## src/rtl/vga_defs_pkg.sv

```systemverilog
// Shared VGA adapter definitions: screen geometry, coordinate/colour widths,
// named colours and the blitter state encoding.
package vga_defs;

    localparam int VGA_SCREEN_W = 320;
    localparam int VGA_SCREEN_H = 240;
    localparam int X_W          = 9;
    localparam int Y_W          = 8;
    localparam int COLOUR_W     = 3;

    localparam logic [COLOUR_W-1:0] RED   = 3'b100;
    localparam logic [COLOUR_W-1:0] GREEN = 3'b010;
    localparam logic [COLOUR_W-1:0] WHITE = 3'b111;
    localparam logic [COLOUR_W-1:0] BLACK = 3'b000;

    typedef enum logic [1:0] {
        ST_IDLE  = 2'd0,
        ST_SCAN  = 2'd1,
        ST_FLUSH = 2'd2,
        ST_DONE  = 2'd3
    } blit_state_t;

    // Widened coordinates so an overflowing sprite edge is clipped, never wrapped.
    function automatic logic on_screen(
        input logic [X_W:0] px,
        input logic [Y_W:0] py,
        input int           scr_w,
        input int           scr_h
    );
        logic [X_W:0] w_lim_x;
        logic [Y_W:0] w_lim_y;
        w_lim_x = scr_w[X_W:0];
        w_lim_y = scr_h[Y_W:0];
        return (px < w_lim_x) && (py < w_lim_y);
    endfunction

endpackage

```

## src/rtl/sprite_rom.sv

```systemverilog
// Sprite bitmap with a registered read port; the default pattern is a red
// one-pixel border around a transparent interior.
module sprite_rom
    import vga_defs::*;
#(
    parameter int SPRITE_W = 8,
    parameter int SPRITE_H = 8
) (
    input  logic                                            clock,
    input  logic [$clog2(SPRITE_H)+$clog2(SPRITE_W)-1:0]    addr,
    output logic [COLOUR_W-1:0]                             colour
);

    localparam int CW = $clog2(SPRITE_W);
    localparam int RW = $clog2(SPRITE_H);
    localparam logic [CW-1:0] COL_LAST = CW'(SPRITE_W - 1);
    localparam logic [RW-1:0] ROW_LAST = RW'(SPRITE_H - 1);

    logic [RW-1:0]       w_row;
    logic [CW-1:0]       w_col;
    logic [COLOUR_W-1:0] r_colour;

    function automatic logic [COLOUR_W-1:0] pixel_at(
        input logic [RW-1:0] row,
        input logic [CW-1:0] col
    );
        if ((row == {RW{1'b0}}) || (row == ROW_LAST) ||
            (col == {CW{1'b0}}) || (col == COL_LAST)) begin
            return RED;
        end else begin
            return BLACK;
        end
    endfunction

    always_comb begin
        w_row = addr[RW+CW-1:CW];
        w_col = addr[CW-1:0];
    end

    always_ff @(posedge clock) begin
        r_colour <= pixel_at(w_row, w_col);
    end

    assign colour = r_colour;

endmodule

```

## src/rtl/sprite_blitter.sv

```systemverilog
// Turns one "draw sprite at (x,y)" request into a stream of single-pixel
// writes, skipping transparent and off-screen pixels; erase repaints the footprint.
module sprite_blitter
    import vga_defs::*;
#(
    parameter int                  SPRITE_W    = 8,
    parameter int                  SPRITE_H    = 8,
    parameter int                  SCREEN_W    = VGA_SCREEN_W,
    parameter int                  SCREEN_H    = VGA_SCREEN_H,
    parameter logic [COLOUR_W-1:0] TRANSPARENT = BLACK,
    parameter logic [COLOUR_W-1:0] BG_COLOUR   = WHITE
) (
    input  logic                clock,
    input  logic                resetn,
    input  logic                start,
    input  logic [X_W-1:0]      x_in,
    input  logic [Y_W-1:0]      y_in,
    input  logic                erase,
    output logic                busy,
    output logic                done,
    output logic                plot,
    output logic [COLOUR_W-1:0] colour,
    output logic [X_W-1:0]      x,
    output logic [Y_W-1:0]      y
);

    localparam int CW = $clog2(SPRITE_W);
    localparam int RW = $clog2(SPRITE_H);
    localparam logic [CW-1:0] COL_LAST = CW'(SPRITE_W - 1);
    localparam logic [RW-1:0] ROW_LAST = RW'(SPRITE_H - 1);
    localparam logic [CW-1:0] COL_ONE  = CW'(1);
    localparam logic [RW-1:0] ROW_ONE  = RW'(1);

    blit_state_t         r_state;
    logic [RW-1:0]       r_row;
    logic [CW-1:0]       r_col;
    logic                r_flush_cnt;
    logic [X_W-1:0]      r_x0;
    logic [Y_W-1:0]      r_y0;
    logic                r_erase;
    logic                r_busy;
    logic                r_done;

    logic                w_issue;
    logic [RW+CW-1:0]    w_addr;
    logic [COLOUR_W-1:0] w_rom_colour;

    logic                r_s1_valid;
    logic [RW-1:0]       r_s1_row;
    logic [CW-1:0]       r_s1_col;

    logic [X_W:0]        w_px;
    logic [Y_W:0]        w_py;
    logic                w_plot;
    logic [COLOUR_W-1:0] w_colour;

    logic                r_plot;
    logic [COLOUR_W-1:0] r_colour;
    logic [X_W-1:0]      r_x;
    logic [Y_W-1:0]      r_y;

    always_comb begin
        w_issue = (r_state == ST_SCAN);
        w_addr  = {r_row, r_col};
    end

    sprite_rom #(
        .SPRITE_W (SPRITE_W),
        .SPRITE_H (SPRITE_H)
    ) u_rom (
        .clock  (clock),
        .addr   (w_addr),
        .colour (w_rom_colour)
    );

    // Control FSM: one address per SCAN cycle, two drain cycles, one done pulse.
    always_ff @(posedge clock) begin
        if (!resetn) begin
            r_state     <= ST_IDLE;
            r_row       <= {RW{1'b0}};
            r_col       <= {CW{1'b0}};
            r_flush_cnt <= 1'b0;
            r_x0        <= {X_W{1'b0}};
            r_y0        <= {Y_W{1'b0}};
            r_erase     <= 1'b0;
            r_busy      <= 1'b0;
            r_done      <= 1'b0;
        end else begin
            case (r_state)
                ST_IDLE: begin
                    r_done <= 1'b0;
                    if (start) begin
                        r_x0        <= x_in;
                        r_y0        <= y_in;
                        r_erase     <= erase;
                        r_row       <= {RW{1'b0}};
                        r_col       <= {CW{1'b0}};
                        r_flush_cnt <= 1'b0;
                        r_busy      <= 1'b1;
                        r_state     <= ST_SCAN;
                    end else begin
                        r_busy <= 1'b0;
                    end
                end
                ST_SCAN: begin
                    r_col <= r_col + COL_ONE;
                    if (r_col == COL_LAST) begin
                        r_row <= r_row + ROW_ONE;
                        if (r_row == ROW_LAST) begin
                            r_flush_cnt <= 1'b0;
                            r_state     <= ST_FLUSH;
                        end
                    end
                end
                ST_FLUSH: begin
                    if (r_flush_cnt) begin
                        r_done  <= 1'b1;
                        r_state <= ST_DONE;
                    end else begin
                        r_flush_cnt <= 1'b1;
                    end
                end
                ST_DONE: begin
                    r_done  <= 1'b0;
                    r_busy  <= 1'b0;
                    r_state <= ST_IDLE;
                end
                default: begin
                    r_done  <= 1'b0;
                    r_busy  <= 1'b0;
                    r_state <= ST_IDLE;
                end
            endcase
        end
    end

    // Stage 1: address/valid delayed to line up with the registered ROM data.
    always_ff @(posedge clock) begin
        if (!resetn) begin
            r_s1_valid <= 1'b0;
            r_s1_row   <= {RW{1'b0}};
            r_s1_col   <= {CW{1'b0}};
        end else begin
            r_s1_valid <= w_issue;
            r_s1_row   <= r_row;
            r_s1_col   <= r_col;
        end
    end

    always_comb begin
        w_px     = {1'b0, r_x0} + {{(X_W + 1 - CW){1'b0}}, r_s1_col};
        w_py     = {1'b0, r_y0} + {{(Y_W + 1 - RW){1'b0}}, r_s1_row};
        w_colour = r_erase ? BG_COLOUR : w_rom_colour;
        w_plot   = r_s1_valid && (w_rom_colour != TRANSPARENT) &&
                   on_screen(w_px, w_py, SCREEN_W, SCREEN_H);
    end

    // Stage 2: adapter outputs; coordinates and colour hold while plot is low.
    always_ff @(posedge clock) begin
        if (!resetn) begin
            r_plot   <= 1'b0;
            r_colour <= {COLOUR_W{1'b0}};
            r_x      <= {X_W{1'b0}};
            r_y      <= {Y_W{1'b0}};
        end else begin
            r_plot <= w_plot;
            if (w_plot) begin
                r_colour <= w_colour;
                r_x      <= w_px[X_W-1:0];
                r_y      <= w_py[Y_W-1:0];
            end
        end
    end

    assign busy   = r_busy;
    assign done   = r_done;
    assign plot   = r_plot;
    assign colour = r_colour;
    assign x      = r_x;
    assign y      = r_y;

endmodule

```

## config.mk

```make
export PLATFORM = sky130hd
export DESIGN_NAME = sprite_blitter
export DESIGN_NICKNAME = d
export VERILOG_FILES = /design/src/rtl/vga_defs_pkg.sv /design/src/rtl/sprite_rom.sv /design/src/rtl/sprite_blitter.sv
export SDC_FILE = /design/constraint.sdc
export NUM_CORES = 1
export LEC_CHECK = 0
export CAP_MARGIN = 20
export CORE_ASPECT_RATIO = 2
export CORE_MARGIN = 4
export CORE_UTILIZATION = 53
export DETAILED_ROUTE_END_ITERATION = 8
export GPL_TIMING_DRIVEN = 1
export PLACE_DENSITY = 0.84
export SLEW_MARGIN = 20
export SYNTH_ARGS = -nofsm -noshare
export SYNTH_HDL_FRONTEND = slang
export SYNTH_HIERARCHICAL = 1
export SYNTH_SLANG_ARGS = --single-unit
```

## constraint.sdc

```tcl
create_clock -name clock -period 3.1 [get_ports clock]
set_input_delay 0.31 -clock clock [delete_from_list [all_inputs] [get_ports clock]]
set_output_delay 0.31 -clock clock [all_outputs]
set_load 0.05 [all_outputs]
```

# After elaboration in Yosys (flattened, before gate mapping)
# Index checks and enable logic that the tools add are counted.
# Widths: inputs -> output; s select.
[totals]
reg_bits = 60
latchBits = 0
mem_bits_rw = 0
rom_bits = 0
out_inout_bits = 23
memories = 0
[op_classes]
n_addsub = 4
n_mul = 0
n_div = 0
magnitude_cmp = 2
n_eq_ne = 9
shifts = 0
n_mux = 19
bitwise = 0
reduce_logical = 21
[op_table]
columns = ["cell", "count"]
rows = [
  ["$mux 3", 4],
  ["$pmux 3 s2", 2],
  ["$add 9x3->10", 1],
  ["$lt 10x9->1 const B", 1],
  ["$add 8x3->9", 1],
  ["$lt 9x8->1 const B", 1],
  ["$mux 2", 4],
  ["$pmux 2 s4", 1],
  ["$reduce_and 4->1", 2],
  ["$add 3x1->3 const B", 2],
  ["$eq 3x3->1 const B", 2],
  ["$logic_not 3->1", 2],
  ["$reduce_and 2->1", 3],
  ["$reduce_bool 2->1", 3],
  ["$reduce_bool 3->1", 2],
  ["$mux 1", 5],
  ["$eq 2x2->1 const B", 2],
  ["$ne 2x1->1 const B", 2],
  ["$ne 2x2->1 const B", 2],
  ["$pmux 1 s2", 2],
  ["$logic_and 1x1->1", 3],
  ["$logic_or 1x1->1", 3],
  ["$pmux 1 s3", 1],
  ["$reduce_and 3->1", 1],
  ["3 further kinds", 3],
]

# Depth between registers and ports, before layout
# Gate-level depths: netlist of run 1.
[depth]
ltp_word = 5
ltp_mapped = 9
ltp_nobuf = 7

# Cells and area by module
# The synthesis of run 1 kept the hierarchy.
[by_module_without_submodules]
columns = ["mod", "n_inst", "cells_each", "area_per_inst_um2", "seq_area_each_um2"]
rows = [
  ["sprite_blitter", 1, 302, 2752.6, 1141.1],
  ["sprite_rom", 1, 10, 70.1, 20.0],
]

# Worst setup path before layout of run 1
# Ideal clock, no wire load.
[synth_path]
kind = "register -> register"
startpoint = "register r_x0[0]"
endpoint = "register, netlist name colour[0]"
setup_time_ps = 143
t_arrival_ps = 2294
required_ps = 2957
setup_slack_ps = 662
path_stages_with_launch = 10
n_path_buf = 2
period_less_slack_ps = 2438
cell_sequence = "dfxtp_1 -> ha_1 -> fa_1 -> a21o_1 -> and2_4 -> o311ai_4 -> and4_1 -> buf_6 -> buf_6 -> a211oi_2"
[synth_rtl]
columns = ["item", "line_no", "text"]
rows = [
  ["start, declared", "sprite_blitter.sv:38", "logic [X_W-1:0] r_x0;"],
  ["start signal, assigned", "sprite_blitter.sv:83", "r_x0 <= {X_W{1'b0}};"],
  ["start signal, assigned", "sprite_blitter.sv:93", "r_x0 <= x_in;"],
]

# Worst setup path in the final report of run 1
[layout_path]
startpoint = "register r_x0[0]"
endpoint = "register r_y[0] (netlist: y[0])"
[layout_between]
elab_chain_len = 4
[layout_lines]
columns = ["item", "line_no", "text"]
rows = [
  ["$add 9x3->10", "sprite_blitter.sv:151", "w_px = {1'b0, r_x0} + {{(X_W + 1 - CW){1'b0}}, r_s1_col};"],
  ["$lt 10x9->1", "vga_defs_pkg.sv:34", "return (px < w_lim_x) && (py < w_lim_y);"],
  ["$logic_and 1x1->1", "vga_defs_pkg.sv:34", ""],
  ["$logic_and 1x1->1", "sprite_blitter.sv:154", "w_plot = r_s1_valid && (w_rom_colour != TRANSPARENT) &&"],
  ["end signal, assigned", "sprite_blitter.sv:164", "r_y <= {Y_W{1'b0}};"],
  ["end signal, assigned", "sprite_blitter.sv:170", "r_y <= w_py[Y_W-1:0];"],
  ["end, declared", "sprite_blitter.sv:60", "logic [Y_W-1:0] r_y;"],
]
# No other way between the ends.
# A chain may end at the register's enable or synchronous reset.

==> results of run 1 <==
metrics by stage:
step           cells  util, %  cell area, um^2
3_5_place_dp     400     63.6             3270
3_3_place_gp     400     63.6             3270
5_1_grt          416     66.8             3430
2_1_floorplan    313        -             2830
6_report         416     66.8             3430
4_1_cts          416     66.8             3430
critical path, delay by kind of cell, from the launching register on:
family | cells | cell delay [ps]
AO/OA/AOI/OAI | 2 | 450
adder cells (fa/ha/maj) | 2 | 730
buffers and inverters | 1 | 280
flip-flops | 1 | 330
multiplexers | 1 | 240
AND/OR/NAND/NOR | 2 | 470
metal layers:
metal	vias to the layer above	routed length, um	GRT usage (%)
met5	-	0	0
met1	1114	2250	21.4
met4	0	205	10.5
met3	15	270	5.01
li1	1176	-	-
met2	66	3450	35.6
cells by family (layout without fill, tap and decap cells):
logic type | after synthesis | after routing
AOI/OAI and AO/OA | 73 | 73
DFF | 58 | 58
other | 1 | 2
muxes | 11 | 11
buffers and inverters | 25 | 70
adders and majority gates | 16 | 16
and+or+nand+nor | 118 | 118
xor gates and xnor gates | 10 | 10
worst max-delay path by stage:
stage,end,start,slack [ps],depth (start not counted)
CTS,y[0],r_x0[0],520,8
detailed placement,y[0],r_x0[0],580,8
global placement,y[0],r_x0[0],680,8
finish,y[0],r_x0[0],520,8
floorplan,colour[0],r_x0[0],660,9
global route,y[0],r_x0[0],400,8
sequential cells by signal, summed over array words and instances (netlist names), 2 cells and up:
register,cells
r_y0,8
y,8
x,9
r_state,2
colour,3
r_s1_row,3
r_s1_col,3
r_col,3
r_row,3
r_x0,9
cell usage in the layout, fill, tap and decap left out, types with 3 or more instances in the layout:
cell / count
o21ai_0: 7
and3_1: 3
a22oi_1: 3
nand3_1: 9
nand2_1: 62
mux2i_1: 11
nor3b_1: 3
a41oi_1: 8
ha_1: 14
xnor2_1: 8
buf_4: 5
a211oi_2: 9
nor2_1: 23
and2_1: 5
dfxtp_1: 58
inv_1: 5
clkdlybuf4s50_1: 43
clkbuf_1: 4
clkbuf_8: 10
a21oi_1: 24
where the power goes:
| part | internal [W] | total, W | leakage, nW | switching (W) |
|---|---|---|---|---|
| clock | 0.000311 | 0.000586 | 0.0807 | 0.000275 |
| sequential | 0.000857 | 0.000958 | 0.472 | 0.000101 |
| combinational | 0.000311 | 0.000827 | 0.744 | 0.000516 |
| total | 0.00148 | 0.00237 | 1.30 | 0.000891 |
area by class of cell:
| class | count | share of cell area (%) |
|---|---|---|
| flip-flops and latches | 58 | 33.8 |
| well taps | 58 | 2.11 |
| clock inverters | 2 | 0.364 |
| clock buffers | 14 | 4.45 |
| inverters | 6 | 0.656 |
| repair buffers | 48 | 13.6 |
| multi-input cells | 230 | 45.0 |
==> out/results.ini, run 1 <==
[synth]
synthFlopType = dfxtp_1
synth_cell_type_count = 52
ys_top_cells_by_count = nand2_1 (62), dfxtp_1 (58), a21oi_1 (24)
synth_top_family_by_area = compound AO/OA/AOI/OAI gates
syn_avg_cell_area_um2 = 9.05
seq_area_frac_synth_pct = 41.1
yosys.area.top_type_share_pct = 41.1
synth_xor_xnor_area_share_pct = 3.10
ys_seq_elements = 58
synth_fa_ha_area_share_pct = 7.62
synth_area_mm2 = 0.00282
synth.most_common_cell = nand2_1
synth-compound-area-share_pct = 20.9
synth_edf_count = 0
yosysTopAreaCell = dfxtp_1
synth.area.top_cells = dfxtp_1 (41%), nand2_1 (8.2%), ha_1 (6.2%), a21oi_1 (4.3%), a211oi_2 (4.0%)
postSynth.asyncResetShare_pct = 0
yosys.area_share.simple_pct = 18.9
synth_mux_area_share_pct = 3.90
yosysWarningCount = 6
postSynthCellCount = 312

[clocking]
cts_resized = 0
cts_tree = done
cts.sinks = 58
cts_root_buffer = clkbuf_8
htreeDepth = 3
clk_latency_ps = 340
cts_setup_buffers = 0
path_clk_slew_ps = 60
hold_buffers = 0
cts_made_buffers = 9
cts_max_path_buffers = 2

[sta]
slew_headroom_pct = 46.4
slew_violations = 0
worst_clock_skew_ps = 7.86
worst_slew_pin_slew_ps = 804
rsz0062_at_grt = false
clock.fmax_mhz = 388
fin_crit_ps = 2580
final.period_utilization_pct = 83.1
fin_setup_tns_ps = 0
fin_ws_ps = 523
hold_violations = 0
finalSetupViolations = 0
fin_hold_ws_ps = 460

[route]
detail-route-antenna-nets = 0
drt_iter0_drc = 84
num_vias = 2371
via_per_inst = 5.70
post_drt_wl_per_cell_um = 14.8
dr.pass1.iters = 4
wirelength_um = 6180
route.detailed.drc = 0

[finish]
multi_input_area_mm2 = 0.00154
area_growth_pct = 21.6
regArea_mm2 = 0.00116
nets = 390
fill_cells = 405
diodes = 0
drive_gt1_share_pct = 9.22

[min_path]
hold_path_depth = 2
min_path_type = flop to flop
hp-start = y[5]
whs_endpoint = y[5]

[placement]
routabilityCongestion = 0.860
hpwlAfterDp_um = 4540
pre_cts_slack_ps = 575
numPortBuffers = 43

[power]
ir_worst_vdd_mv = 0.641
power_density_mw_per_mm2 = 690
power_w = 0.00237
p_leak_nw = 1.30

[status]
status = finished clean

[global_route]
grt_pass1_vias = 2345
overflow = 0
grt_max_degree = 44
antenna_found_initial = 0
grt.total_usage_pct = 20.4
grt_pass1_wl_um = 10500

[critical_path]
slowest_stage = fa_1
cp-start-kind = flop
reg2reg_depth = 8
worst_r2r_endpoint = y[0]
r2r-start = r_x0[0]
r2r_slack_ps = 520
max_stage_delay_ps = 450
critPathKind = flop to flop
cp-end-kind = flop
crit_chain = ha_1 > fa_1 > a21o_1 > and2_4 > o311ai_4 > and4_1 > buf_4 > mux2i_1
crit_arrival_ps = 2830
critical_path_required_ps = 3350
crit_fanout = 15

[floorplanning]
fp.dieW_um = 59.6
io_pins = 44
die_y_um = 111
core_area_mm2 = 0.00514
initial_core_util_pct = 54.9
dieArea_mm2 = 0.00663
rows = 37

[flow_run]
maxCapViolCount = 0

Note: power is estimated with default switching activity, not from simulation.
==> run 2: changes to the inputs <==
clock period = 2.4 ns   (was 3.1 ns; I/O delays follow)
==> run 2 against run 1 <==
  * Non-clock buffer count grew 6
  * Via count grew 1.6%
  * Flip-flop and latch count is the same
  * Clock power grew 21%
  * Sequential share of layout area shrank 0.58 points
  * Final cell count grew 0.48%
  * Fmax grew 12%
  * Die area is the same
  * Sequential power grew 29%
  * Routed wire length grew 2.3%
  * Setup slack lost 420 ps
  * First-iteration DRC count shrank 21%
  * Highest routed layer unchanged
==> out/results.ini, run 2 (synthesis results as in run 1) <==
[power]
p_seq_share_pct = 40.7  ; was 40.4%
switching_share_pct = 37.3  ; was 37.6%
p_leak_nw = 1.32  ; was 1.30 nW
ir_worst_vdd_mv = 0.914  ; was 0.641 mV
p_comb_share_pct = 36.1  ; was 34.9%
p_clk_share_pct = 23.3  ; was 24.7%
p_int_w = 0.00191  ; was 0.00148 W
power_density_mw_per_mm2 = 874  ; was 690 mW/mm^2
p_switching_w = 0.00114  ; was 0.000891 W

[finish]
final_common_cell = nand2_1  ; unchanged
final-instance-count-excl-fill = 418  ; was 416
regArea_mm2 = 0.00116  ; unchanged
area_growth_pct = 23.8  ; was 21.6%
nets = 396  ; was 390
fill_cells = 409  ; was 405
diodes = 0  ; unchanged
layout_common_cells = nand2_1 (62), dfxtp_1 (58), clkdlybuf4s50_1 (43), nor2_1 (23), a21oi_1 (23)  ; was nand2_1 (62), dfxtp_1 (58), clkdlybuf4s50_1 (43), a21oi_1 (24), nor2_1 (23)
multi_input_area_mm2 = 0.00157  ; was 0.00154 mm^2
drive_gt1_share_pct = 12.2  ; was 9.22%

[route]
top_layer = met4  ; unchanged
drt_iter0_drc = 66  ; was 84
detail-route-antenna-nets = 0  ; unchanged
via_per_inst = 5.77  ; was 5.70
num_vias = 2410  ; was 2371
wl_met3_um = 248  ; was 270 um
wirelength_um = 6320  ; was 6180 um
wl_met2_um = 3550  ; was 3450 um
wl_met1_um = 2380  ; was 2250 um
post_drt_wl_per_cell_um = 15.1  ; was 14.8 um
route.detailed.drc = 0  ; unchanged
dr.pass1.iters = 4  ; unchanged

[critical_path]
cp-start-kind = flop  ; unchanged
critPathLaunch = r_x0[0]  ; unchanged
crit_chain = ha_2 > fa_2 > a21o_1 > and2_4 > o311ai_4 > and4_4 > buf_12 > mux2i_2  ; was ha_1 > fa_1 > a21o_1 > and2_4 > o311ai_4 > and4_1 > buf_4 > mux2i_1
slowest_stage = fa_2  ; was fa_1
max_stage_delay_ps = 370  ; was 450 ps
critical_path_required_ps = 2660  ; was 3350 ps
crit_fanout = 13  ; was 15
crit_arrival_ps = 2550  ; was 2830 ps
cp-end-kind = flop  ; unchanged
critPathKind = flop to flop  ; unchanged
r2r-start = r_x0[0]  ; unchanged

[sta]
clock.fmax_mhz = 436  ; was 388 MHz
worst_clock_skew_ps = 8.39  ; was 7.86 ps
final.period_utilization_pct = 95.5  ; was 83.1%
fin_setup_tns_ps = 0  ; unchanged
slew_headroom_pct = 57.0  ; was 46.4%
worst_slew_pin_slew_ps = 643  ; was 804 ps
hold_violations = 0  ; unchanged
slew_violations = 0  ; unchanged
rsz0062_at_grt = true  ; was false
finalSetupViolations = 0  ; unchanged
fin_crit_ps = 2290  ; was 2580 ps

[floorplanning]
initial_core_util_pct = 54.9  ; unchanged
core_area_mm2 = 0.00514  ; unchanged
rows = 37  ; unchanged
dieArea_mm2 = 0.00663  ; unchanged
fp.dieW_um = 59.6  ; unchanged
io_pins = 44  ; unchanged
die_y_um = 111  ; unchanged

[clocking]
path_clk_slew_ps = 60  ; about the same
clk_latency_ps = 340  ; about the same
htreeDepth = 3  ; unchanged
cts_max_path_buffers = 2  ; unchanged
cts_made_buffers = 9  ; unchanged
hold_buffers = 0  ; unchanged
cts.sinks = 58  ; unchanged
cts_tree = done  ; unchanged
cts_root_buffer = clkbuf_8  ; unchanged

[placement]
routabilityCongestion = 0.854  ; was 0.860
place_inst = 404  ; was 400
hpwlAfterDp_um = 4710  ; was 4540 um
numPortBuffers = 43  ; unchanged

[status]
status = finished clean  ; unchanged

[global_route]
antenna_found_initial = 0  ; unchanged
grt_pass1_vias = 2362  ; was 2345
grt_pass1_wl_um = 10600  ; was 10500 um
grt_max_degree = 33  ; was 44
overflow = 0  ; unchanged
grt.total_usage_pct = 21.1  ; was 20.4%

[min_path]
hp-start = y_in[2]  ; was y[5]
min_path_type = input port to flop  ; was flop to flop

[flow_run]
maxCapViolCount = 0  ; unchanged

-- run 2: final timing paths --
check | to | slack, ps | cells after the start
min reg2reg | x[4] | 460 | 2
min | r_y0[2] | 450 | 3
max | y[1] | 110 | 8
max reg2reg | y[1] | 110 | 8
-- run 2: timing repair --
action | CTS | global route
endpoints found under the setup margin | 0 | 19
resized for setup | 0 | 4
setup buffers | 0 | 2
endpoints found under the hold margin | 0 | 0
-- run 2: critical path, delay by kind of cell, from the launching register on --
kind,cells,cell delay (ps)
compound gates,2,460
fa+ha+maj,2,590
buf+inv,1,150
flops,1,310
mux,1,210
simple gates,2,470
-- run 2: per-layer routing --
metal  up-vias  global-route usage, %
met5         -                      0
met4         0                   9.76
met3        12                   6.53
met2        55                   37.2
met1      1151                   21.5
li1       1192                      -
-- run 2: power groups by stage --
stage,registers [W],clock network [W],logic [W]
after floorplan,0.00141,0,0.000627
final,0.00124,0.000710,0.00110
after CTS,0.00124,0.000735,0.00110
after global routing,0.00126,0.000773,0.00121
after detailed placement,0.00126,0,0.00109
after global placement,0.00125,0,0.00107
-- run 2: through the flow --
step	setup slack, ps	hold slack [ps]	utilization (%)	instance area [um^2]	total power (W)
finish	107	454	68.0	3490	0.00305
global route	1.97	451	68.0	3490	0.00324
CTS	29.4	437	67.4	3460	0.00307
detailed placement	45.5	454	64.5	3320	0.00235
global placement	123	445	64.5	3320	0.00232
floorplan	37.7	376	-	2830	0.00204
-- run 2: layout make-up --
| class | instances | area share [%] |
|---|---|---|
| Sequential cell | 58 | 33.2 |
| Multi-Input combinational cell | 230 | 44.8 |
| Inverter | 6 | 0.645 |
| Timing Repair Buffer | 54 | 15.0 |
| Clock inverter | 1 | 0.143 |
| Tap cell | 58 | 2.08 |
| Clock buffer | 11 | 4.05 |
